`config.mk`:
```
export PLATFORM = sky130hd
export DESIGN_NAME = dsec_in_ctrl
export DESIGN_NICKNAME = d
export VERILOG_FILES = /design/src/rtl/dsec_pkg.sv /design/src/rtl/dsec_key_regs.sv /design/src/rtl/dsec_in_ctrl.sv
export SDC_FILE = /design/constraint.sdc
export NUM_CORES = 1
export LEC_CHECK = 0
export CAP_MARGIN = 40
export CORE_MARGIN = 3
export CORE_UTILIZATION = 45
export DETAILED_ROUTE_END_ITERATION = 12
export PLACE_DENSITY = 0.84
export SLEW_MARGIN = 20
export SYNTH_ARGS = -nofsm -noshare
export SYNTH_HDL_FRONTEND = slang
export SYNTH_SLANG_ARGS = --single-unit
```
`constraint.sdc`:
```
create_clock -name clk -period 2.1 [get_ports clk]
set_input_delay 0.42 -clock clk [delete_from_list [all_inputs] [get_ports clk]]
set_output_delay 0.42 -clock clk [all_outputs]
set_load 0.01 [all_outputs]
```
`src/rtl/dsec_pkg.sv`:
```
// dsec_pkg
//   Shared definitions for the DSEC input front-end: data/key widths,
//   key count, controller state encoding and the packed key-array type.
package dsec_pkg;

    localparam int DATA_W   = 64;
    localparam int NUM_KEYS = 3;
    localparam int KIDX_W   = (NUM_KEYS > 1) ? $clog2(NUM_KEYS) : 1;

    typedef enum logic [1:0] {
        ST_IDLE    = 2'd0,  // no usable keys
        ST_KEYLOAD = 2'd1,  // partial key set
        ST_READY   = 2'd2,  // keys valid, waiting for data
        ST_BUSY    = 2'd3   // core working on a word
    } dsec_state_e;

    typedef logic [NUM_KEYS-1:0][DATA_W-1:0] key_arr_t;

endpackage

```
`src/rtl/dsec_key_regs.sv`:
```
// dsec_key_regs
//   Key register file for the triple-DES keys. Words are written at an
//   internal index that advances on each write; the write that fills the
//   last slot sets keys_valid and rewinds the index.
// Ports:
//   clk, rst      - clock, synchronous active-high reset
//   wr_i          - store data_i at the current index
//   start_i       - this write begins a new set: clear keys_valid, index 0
//   abort_i       - drop a partial set (index back to 0)
//   data_i        - key word
//   keys_o        - all key registers
//   keys_valid_o  - complete set loaded
//   last_o        - this cycle's write completes the set
module dsec_key_regs
    import dsec_pkg::*;
(
    input  logic              clk,
    input  logic              rst,
    input  logic              wr_i,
    input  logic              start_i,
    input  logic              abort_i,
    input  logic [DATA_W-1:0] data_i,
    output key_arr_t          keys_o,
    output logic              keys_valid_o,
    output logic              last_o
);

    localparam logic [KIDX_W-1:0] LAST_IDX = KIDX_W'(NUM_KEYS - 1);

    key_arr_t          keys_q;
    logic              valid_q;
    logic [KIDX_W-1:0] idx_q;
    logic [KIDX_W-1:0] wr_idx;

    // A new set always starts at slot 0 regardless of a stale index.
    assign wr_idx = start_i ? '0 : idx_q;
    assign last_o = wr_i && (wr_idx == LAST_IDX);

    always_ff @(posedge clk) begin
        if (rst) begin
            keys_q  <= '0;
            valid_q <= 1'b0;
            idx_q   <= '0;
        end else begin
            if (start_i) valid_q <= 1'b0;
            if (wr_i) begin
                keys_q[wr_idx] <= data_i;
                if (wr_idx == LAST_IDX) begin
                    idx_q   <= '0;
                    valid_q <= 1'b1;
                end else begin
                    idx_q <= wr_idx + KIDX_W'(1);
                end
            end else if (abort_i) begin
                idx_q <= '0;
            end
        end
    end

    assign keys_o       = keys_q;
    assign keys_valid_o = valid_q;

endmodule

```
`src/rtl/dsec_in_ctrl.sv`:
```
// dsec_in_ctrl
//   Input front-end of the DSEC data path. Loads the three 3DES keys from
//   the host (key_config/in_valid protocol), forwards plaintext words to the
//   crypto core with a start/done handshake, and flags protocol errors and
//   core timeouts on a sticky error output.
// Ports:
//   clk, rst        - clock, synchronous active-high reset
//   data_in         - host key or data word
//   key_config      - high: accepted words are key words
//   in_valid        - host offers a word this cycle
//   rdy             - registered; block can accept a word
//   error           - sticky protocol / timeout error
//   key1..key3      - key registers to the core
//   keys_valid      - complete key set loaded
//   core_data       - word presented to the core, stable while busy
//   core_start      - one-cycle pulse, core_data valid
//   core_done       - one-cycle pulse from the core
module dsec_in_ctrl
    import dsec_pkg::*;
#(
    parameter int DONE_TIMEOUT = 64
) (
    input  logic              clk,
    input  logic              rst,
    input  logic [DATA_W-1:0] data_in,
    input  logic              key_config,
    input  logic              in_valid,
    output logic              rdy,
    output logic              error,
    output logic [DATA_W-1:0] key1,
    output logic [DATA_W-1:0] key2,
    output logic [DATA_W-1:0] key3,
    output logic              keys_valid,
    output logic [DATA_W-1:0] core_data,
    output logic              core_start,
    input  logic              core_done
);

    localparam int             WD_W    = (DONE_TIMEOUT > 1) ? $clog2(DONE_TIMEOUT) : 1;
    localparam logic [WD_W-1:0] WD_LAST = WD_W'(DONE_TIMEOUT - 1);

    dsec_state_e       state_q, state_d;
    logic              rdy_q, rdy_d;
    logic              error_q;
    logic              start_q;
    logic [DATA_W-1:0] cdata_q;
    logic [WD_W-1:0]   wd_q;

    logic     accept;
    logic     key_wr, key_start, key_abort, key_last;
    logic     issue, err_set, wd_expired;
    key_arr_t keys;

    assign accept = in_valid && rdy_q;

    // Watchdog fires on the last counted BUSY cycle unless done arrives
    // in that same cycle (done wins).
    assign wd_expired = (state_q == ST_BUSY) && !core_done && (wd_q == WD_LAST);

    // ---------------- state register ----------------
    always_ff @(posedge clk) begin
        if (rst) state_q <= ST_IDLE;
        else     state_q <= state_d;
    end

    // ---------------- next state ----------------
    always_comb begin
        state_d = state_q;
        unique case (state_q)
            ST_IDLE: begin
                if (accept && key_config) state_d = ST_KEYLOAD;
            end
            ST_KEYLOAD: begin
                if (accept) begin
                    if (!key_config)  state_d = ST_IDLE;
                    else if (key_last) state_d = ST_READY;
                end
            end
            ST_READY: begin
                if (accept) state_d = key_config ? ST_KEYLOAD : ST_BUSY;
            end
            ST_BUSY: begin
                if (core_done || wd_expired) state_d = ST_READY;
            end
            default: state_d = ST_IDLE;
        endcase
    end

    // ---------------- output / strobe decode ----------------
    always_comb begin
        key_wr    = 1'b0;
        key_start = 1'b0;
        key_abort = 1'b0;
        issue     = 1'b0;
        err_set   = 1'b0;
        unique case (state_q)
            ST_IDLE: begin
                key_wr    = accept && key_config;
                key_start = accept && key_config;
                err_set   = accept && !key_config;
            end
            ST_KEYLOAD: begin
                key_wr    = accept && key_config;
                key_abort = accept && !key_config;
                err_set   = accept && !key_config;
            end
            ST_READY: begin
                key_wr    = accept && key_config;
                key_start = accept && key_config;
                issue     = accept && !key_config;
            end
            ST_BUSY: begin
                // Any offer while busy is an overrun, even on the done cycle.
                err_set = in_valid || wd_expired;
            end
            default: ;
        endcase
        rdy_d = (state_d != ST_BUSY);
    end

    // ---------------- registered outputs and watchdog ----------------
    always_ff @(posedge clk) begin
        if (rst) begin
            rdy_q   <= 1'b1;
            error_q <= 1'b0;
            start_q <= 1'b0;
            cdata_q <= '0;
            wd_q    <= '0;
        end else begin
            rdy_q   <= rdy_d;
            error_q <= error_q | err_set;
            start_q <= issue;
            if (issue) cdata_q <= data_in;
            if (issue)                     wd_q <= '0;
            else if (state_q == ST_BUSY)   wd_q <= wd_q + WD_W'(1);
        end
    end

    dsec_key_regs u_key_regs (
        .clk         (clk),
        .rst         (rst),
        .wr_i        (key_wr),
        .start_i     (key_start),
        .abort_i     (key_abort),
        .data_i      (data_in),
        .keys_o      (keys),
        .keys_valid_o(keys_valid),
        .last_o      (key_last)
    );

    assign key1       = keys[0];
    assign key2       = keys[1];
    assign key3       = keys[2];
    assign rdy        = rdy_q;
    assign error      = error_q;
    assign core_start = start_q;
    assign core_data  = cdata_q;

endmodule

```
==> results.json, run 1 <==
{
  "yosys_most_used_dff": "sky130_fd_sc_hd__dfxtp_1",
  "share_comb_of_total_power_pct": 6.3,
  "detail_route.iter0.violations": 510,
  "wl_met3_um": 3410,
  "crit_path_start": "rdy",
  "cell_type_contributing_the_most_total_cell_area_after_synthesis": "sky130_fd_sc_hd__dfxtp_1",
  "post_drt_wl_per_cell_um": 17.3,
  "wirelength_met1_um": 11500,
  "place.gp.congestion": 0.795,
  "worstPathCellList": "clkdlybuf4s50_1",
  "grt_setup_unrepaired": "false",
  "critical_path_peak_fanout": 5,
  "arrival_ps": 1500,
  "syn_area_um2": 9390,
  "detail-route-antenna-nets": 0,
  "antenna_found_initial": 0,
  "ios": 329,
  "cpMaxStageDelayCell": "sky130_fd_sc_hd__clkdlybuf4s50_1",
  "achievable-frequency_mhz": 522,
  "final_cell_count_no_fill": 1780,
  "slew_violations": 0,
  "htreeDepth": 1,
  "maxCapViolCount": 0,
  "finish.instance_area_um2": 14000,
  "worst_hold_path_type": "input pin to flop",
  "routed.top_layer": "met4",
  "hold_depth": 2,
  "route.vias.total": 9277,
  "grt_first_pass_wirelength_um": 47400,
  "io_buffers": 328,
  "post_synth_inst_count": 1183,
  "die_y_um": 150,
  "async_flop_share_pct": 0,
  "path_depth": 1,
  "cts_resized": 0,
  "worst-r2r-cell-count": 5,
  "max-clock-path-buffers": 3,
  "areaGrowthSynthToFinish_pct": 49.0,
  "synth.top_cell.area_share_pct": 57.5,
  "critical_path_required_ps": 1680,
  "timing.hold.worst.start": "rst",
  "detail_route.vias_per_cell": 5.21,
  "synth.area.top_cells": "sky130_fd_sc_hd__dfxtp_1 58%, sky130_fd_sc_hd__nand2_1 21%, sky130_fd_sc_hd__a21oi_1 14%, sky130_fd_sc_hd__clkbuf_1 1.9%, sky130_fd_sc_hd__buf_2 1.5%",
  "cts_buffers": 28,
  "ys_seq_elements": 270,
  "clk_pin_slew_worst_paths_ps": 60,
  "synth-edff-count": 0,
  "setup_viol_count_final": 0,
  "synth_cell_types": 30,
  "synth_fp_nets": 1253,
  "drive_gt1_share_pct": 5.70,
  "maximum_number_of_pins_on_one_net_before_global_route_repair": 73,
  "period_minus_slack_ps": 1920,
  "ctsRootBufferMaster": "sky130_fd_sc_hd__clkbuf_16",
  "synth_top_cells_by_count": "515 x sky130_fd_sc_hd__nand2_1, 270 x sky130_fd_sc_hd__dfxtp_1, 261 x sky130_fd_sc_hd__a21oi_1, 48 x sky130_fd_sc_hd__clkbuf_1, 28 x sky130_fd_sc_hd__buf_2",
  "timing.hold.ws_ps": 420,
  "floorplan.die_area_um2": 22600,
  "nets": 1562,
  "power.leakage_nw": 4.74,
  "wl_um": 30800,
  "worst_ir_drop_vdd_mv": 0.775,
  "slew_headroom_pct": 64.7,
  "totalNegativeSetupSlack_ps": 0,
  "cts_tree": "done",
  "final.period_utilization_pct": 91.3,
  "critical-path-max-stage-delay_ps": 580,
  "power_report.internal_total_mw": 8.36,
  "seq_power_share_pct": 48.8,
  "post-dp-hpwl_um": 21000,
  "placed_area_um2": 13100,
  "std_cell_rows": 52,
  "place_inst": 1732,
  "final_hold_viol_count": 0,
  "tightestPinTransition_ps": 530,
  "hold_buffers_post_cts": 0,
  "cp_top_family": "buffers and inverters",
  "worstSetupStartpointType": "flop",
  "detail_route.first_pass.iterations": 5,
  "power.switching_fraction_pct": 22.1,
  "fill_cells": 1606,
  "groute.usage.overall_pct": 26.1,
  "yosysMostFrequentCell": "sky130_fd_sc_hd__nand2_1",
  "fin_skew_ps": 12.0,
  "yosys_warnings": 0,
  "global_route.overflow_total": 0,
  "avgSynthCellArea_um2": 7.94,
  "start_util_pct": 46.1,
  "final_routed_drc_violation_total": 0,
  "power.density_nw_per_um2": 767,
  "cp_num_buf_inv": 1,
  "setup.worst_path.class": "flop to output pin",
  "diodes": 0,
  "first_global_vias": 9035,
  "cp-end-kind": "output pin",
  "coreArea_um2": 20400,
  "synth_seq_area_share_pct": 57.5,
  "met2RoutedLength_um": 14600,
  "status": "completed",
  "share_clk_of_total_power_pct": 44.9,
  "r2r-start": "state_q[0]",
  "netSwitchingPower_mw": 2.37,
  "clock_sinks": 270,
  "cts_setup_buffers": 0,
  "die_x_um": 150,
  "insertion_delay_of_the_later_clocked_pin_in_the_worst_skew_pair_ps": 530
}
-- per-stage QoR --
step	util [%]	power, mW	worst slack, ps
6_report	68.7	10.7	183
5_1_grt	68.7	11.1	107
4_1_cts	68.7	10.8	140
3_5_place_dp	64.3	6.01	-192
3_3_place_gp	64.3	6.00	-154
2_1_floorplan	-	5.58	517
-- power by group through the flow --
stage	registers, mW	logic [mW]	clock network, mW
3_3_place_gp	5.34	0.657	0
5_1_grt	5.24	0.719	5.10
4_1_cts	5.23	0.673	4.91
6_report	5.23	0.675	4.82
2_1_floorplan	5.37	0.208	0
3_5_place_dp	5.35	0.668	0
-- placed cells by master, fill, tap and decap left out, types with 2 or more instances in the layout --
cell type                         Yosys  routed
sky130_fd_sc_hd__nand4_1              4       4
sky130_fd_sc_hd__clkdlybuf4s50_1      0     327
sky130_fd_sc_hd__clkbuf_16            0      29
sky130_fd_sc_hd__nand2_1            515     514
sky130_fd_sc_hd__buf_12               0      16
sky130_fd_sc_hd__nor2_1               7       7
sky130_fd_sc_hd__nand2b_1             3       3
sky130_fd_sc_hd__buf_4                5      22
sky130_fd_sc_hd__xor2_1               3       3
sky130_fd_sc_hd__clkbuf_1            48       8
sky130_fd_sc_hd__xnor2_1              2       2
sky130_fd_sc_hd__nand3_1              3       3
sky130_fd_sc_hd__a21o_1               2       2
sky130_fd_sc_hd__o21ai_0              2       2
sky130_fd_sc_hd__a21oi_1            261     261
sky130_fd_sc_hd__dfxtp_1            270     270
sky130_fd_sc_hd__clkbuf_8             0       7
sky130_fd_sc_hd__clkinv_2             0       3
sky130_fd_sc_hd__nor3_1               9       9
-- final timing paths --
check                                 to  slack, ps
setup / recovery                     rdy        180
hold / removal                state_q[0]        420
hold reg to reg            core_data[42]        450
setup reg to reg  u_key_regs.keys_o[121]        190
-- cell families after synthesis --
kind of cell             after synthesis  share of synthesized area, %
AND/OR/NAND/NOR                      550                          22.7
flip-flops                           270                          57.5
AO/OA/AOI/OAI                        268                          14.4
buffers and inverters                 88                          4.57
XOR/XNOR                               5                         0.466
multiplexers                           1                         0.107
adder cells (fa/ha/maj)                1                         0.133
-- flip-flops by register name, summed over array words and instances (netlist names) --
register,count
core_data,64
core_start,1
error,1
rdy,1
state_q,2
u_key_regs.idx_q,2
u_key_regs.keys_o,192
u_key_regs.keys_valid_o,1
wd_q,6
-- area by class of cell --
| type | count | area [um^2] | area share [%] |
|---|---|---|---|
| clock buffer | 43 | 838 | 5.99 |
| clock inverter | 5 | 56.3 | 0.402 |
| inverter | 1 | 3.75 | 0.0268 |
| multi-input combinational | 825 | 3580 | 25.6 |
| sequential | 270 | 5410 | 38.6 |
| tap | 270 | 338 | 2.41 |
| timing repair buffer | 366 | 3770 | 27.0 |
-- layer usage --
metal	vias up	GRT usage (%)
li1	4431	-
met5	-	0
met2	421	44.0
met4	0	10.8
met1	4331	29.5
met3	94	10.1
Power figures use the tool's default switching activity.
==> inputs of run 2 (changes only) <==
--- a/config.mk
+++ b/config.mk
@@ -8,9 +8,11 @@
 export CAP_MARGIN = 40
 export CORE_MARGIN = 3
 export CORE_UTILIZATION = 45
+export CTS_CLUSTER_DIAMETER = 80
 export DETAILED_ROUTE_END_ITERATION = 12
-export PLACE_DENSITY = 0.84
+export PLACE_DENSITY = 0.82
 export SLEW_MARGIN = 20
 export SYNTH_ARGS = -nofsm -noshare
 export SYNTH_HDL_FRONTEND = slang
+export SYNTH_HIERARCHICAL = 1
 export SYNTH_SLANG_ARGS = --single-unit
==> results.json, run 2 <==
{
  "wl_um": 32800,
  "netSwitchingPower_mw": 2.52,
  "share_comb_of_total_power_pct": 8.4,
  "insertion_delay_of_the_later_clocked_pin_in_the_worst_skew_pair_ps": 540,
  "first_global_vias": 9635,
  "drive_gt1_share_pct": 6.23,
  "nets": 1575,
  "critical_path_required_ps": 1680,
  "final.setup.worst_slack_ps": 136,
  "cpMaxStageDelayCell": "sky130_fd_sc_hd__clkdlybuf4s50_1",
  "power.density_nw_per_um2": 747,
  "post_synth_inst_count": 1205,
  "yosys_most_used_dff": "sky130_fd_sc_hd__dfxtp_1",
  "synth_cell_types": 36,
  "maximum_number_of_pins_on_one_net_before_global_route_repair": 57,
  "final_cell_count_no_fill": 1805,
  "io_buffers": 328,
  "timing.hold.ws_ps": 377,
  "fin_skew_ps": 18.6,
  "coreArea_um2": 22200,
  "htreeDepth": 1,
  "antenna_found_initial": 0,
  "finish.instance_area_um2": 15000,
  "cts_tree": "done",
  "global_route.overflow_total": 0,
  "power.switching_fraction_pct": 22.4,
  "regToRegEndpoint": "u_key_regs/keys_o[67]",
  "areaGrowthSynthToFinish_pct": 44.8,
  "slew_headroom_pct": 70.6,
  "fill_cells": 1756,
  "ctsRootBufferMaster": "sky130_fd_sc_hd__clkbuf_16",
  "tightestPinTransition_ps": 442,
  "detail_route.first_pass.iterations": 5,
  "clk_pin_slew_worst_paths_ps": 60,
  "timing.hold.worst.start": "rst",
  "status": "completed",
  "synth_seq_area_share_pct": 52.2,
  "setup.worst_path.class": "flop to output pin",
  "place.gp.congestion": 0.839,
  "post_synth_mux_area_share_pct": 6.19,
  "cp_top_family": "buffers and inverters",
  "max-clock-path-buffers": 3,
  "synth.top_cell.area_share_pct": 52.2,
  "ys_seq_elements": 270,
  "async_flop_share_pct": 0,
  "synth.area.top_cells": "sky130_fd_sc_hd__dfxtp_1 52%, sky130_fd_sc_hd__a21oi_1 9.7%, sky130_fd_sc_hd__nand2_1 9.5%, sky130_fd_sc_hd__nand2b_1 7.9%, sky130_fd_sc_hd__mux2i_1 6.2%",
  "cts_setup_buffers": 0,
  "period_minus_slack_ps": 1960,
  "achievable-frequency_mhz": 509,
  "start_util_pct": 46.6,
  "share_clk_of_total_power_pct": 44.6,
  "register_area_um2": 5410,
  "cp-end-kind": "output pin",
  "power.leakage_nw": 5.08,
  "synth_compound_area_share_pct": 13.7,
  "place_inst": 1755,
  "post_drt_wl_per_cell_um": 18.2,
  "totalNegativeSetupSlack_ps": 0,
  "detail_route.vias_per_cell": 5.34,
  "design_power_total_mw": 11.2,
  "ios": 329,
  "critical-path-max-stage-delay_ps": 590,
  "clock_sinks": 270,
  "synth_top_family_by_area": "simple AND/OR/NAND/NOR gates",
  "final.period_utilization_pct": 93.5,
  "detail_route.iter0.violations": 602,
  "hold_depth": 2,
  "place_ws_ps": -85.6,
  "worst_hold_path_type": "input pin to flop",
  "die_x_um": 158,
  "r2r-start": "rdy",
  "detail-route-antenna-nets": 0,
  "floorplan.die_area_um2": 24900,
  "critical_path_peak_fanout": 9,
  "std_cell_rows": 54,
  "cts_buffers": 28,
  "groute.usage.overall_pct": 25.4,
  "slew_violations": 0,
  "arrival_ps": 1540,
  "final_cell_mix": "327 x sky130_fd_sc_hd__clkdlybuf4s50_1, 269 x sky130_fd_sc_hd__dfxtp_1, 262 x sky130_fd_sc_hd__nand2_1, 201 x sky130_fd_sc_hd__a21oi_1, 130 x sky130_fd_sc_hd__nand2b_1",
  "maxCapViolCount": 0,
  "synth_fp_nets": 1275,
  "power_report.internal_total_mw": 8.69,
  "worst-r2r-cell-count": 7,
  "post-dp-hpwl_um": 22000,
  "cell_type_contributing_the_most_total_cell_area_after_synthesis": "sky130_fd_sc_hd__dfxtp_1",
  "yosys_warnings": 6,
  "synth_xor_area_share_pct": 0.169,
  "synth-edff-count": 0,
  "yosys.area_share.adder_pct": 0.121,
  "seq_power_share_pct": 47.0,
  "final_core_utilization_pct": 67.5,
  "multi_input_area_um2": 4430,
  "avgSynthCellArea_um2": 8.59,
  "r2r_setup_slack_ps": 380,
  "worstPathCellList": "clkdlybuf4s50_1",
  "grt_first_pass_wirelength_um": 51400,
  "route.vias.total": 9647,
  "min_delay_worst_endpoint": "u_key_regs/idx_q[1]",
  "max_reg_flops": 192,
  "grt_setup_unrepaired": "false",
  "syn_area_um2": 10400,
  "placed_area_um2": 14100,
  "synthSimpleGateAreaFrac_pct": 22.2,
  "final_hold_viol_count": 0,
  "setup_viol_count_final": 0,
  "cp_num_buf_inv": 1,
  "worst_ir_drop_vdd_mv": 0.829,
  "worstSetupStartpointType": "flop",
  "yosysMostFrequentCell": "sky130_fd_sc_hd__dfxtp_1",
  "die_y_um": 158,
  "final_routed_drc_violation_total": 0,
  "final_common_cell": "sky130_fd_sc_hd__clkdlybuf4s50_1",
  "synth_top_cells_by_count": "270 x sky130_fd_sc_hd__dfxtp_1, 262 x sky130_fd_sc_hd__nand2_1, 201 x sky130_fd_sc_hd__a21oi_1, 131 x sky130_fd_sc_hd__nand2b_1, 69 x sky130_fd_sc_hd__nand3_1"
}
## run 2: cell type report
class | count | area share, %
Multi-Input combinational cell | 830 | 29.5
Timing Repair Buffer | 372 | 25.8
Tap cell | 280 | 2.34
Inverter | 3 | 0.0751
Antenna cell | 1 | 0.0167
Clock buffer | 44 | 5.68
Clock inverter | 5 | 0.526
Sequential cell | 270 | 36.0
## run 2: cell families (layout without fill, tap and decap cells)
group	count (synthesis)	count (layout)
AO/OA/AOI/OAI	278	278
adder cells (fa/ha/maj)	1	1
flip-flops	270	270
XOR/XNOR	2	2
buffers and inverters	105	424
other	0	1
AND/OR/NAND/NOR	485	485
multiplexers	64	64
## run 2: power by group through the flow
stage                     registers (mW)  logic, mW  clock network (mW)
after global routing                5.28       1.00                5.30
after detailed placement            5.38      0.930                   0
after CTS                           5.27      0.937                5.07
final                               5.27      0.939                5.00
after global placement              5.38      0.919                   0
after floorplan                     5.42      0.371                   0
## run 2: what timing repair did
| item | in CTS | in global routing |
|---|---|---|
| setup endpoints to repair | 0 | 1 |
| resized for setup | 0 | 1 |
| hold buffers | 0 | 0 |
## run 2: worst max path at each step
stage                   from    endpoint  slack, ps  cells after the start
floorplan           in_valid  state_q[0]        150                      9
global placement    in_valid  state_q[0]        -40                      9
detailed placement  in_valid  state_q[0]        -90                      9
CTS                      rdy         rdy          3                      1
global route             rdy         rdy         80                      1
finish                   rdy         rdy        140                      1
## run 2: routing by layer
layer / global-route usage, % / vias to the layer above / wire, um
met2: 43.0 / 413 / 15800
li1: - / 4609 / -
met1: 30.7 / 4554 / 12700
met3: 8.09 / 71 / 3230
met4: 8.06 / 0 / 958
met5: 0 / - / 0
==> inputs of run 3 (changes only) <==
--- a/config.mk
+++ b/config.mk
@@ -16,3 +16,4 @@
 export SYNTH_HDL_FRONTEND = slang
 export SYNTH_HIERARCHICAL = 1
 export SYNTH_SLANG_ARGS = --single-unit
+export TNS_END_PERCENT = 5
==> results of run 3 <==
No change in the layout: final DEF, timing and power equal those of run 2.
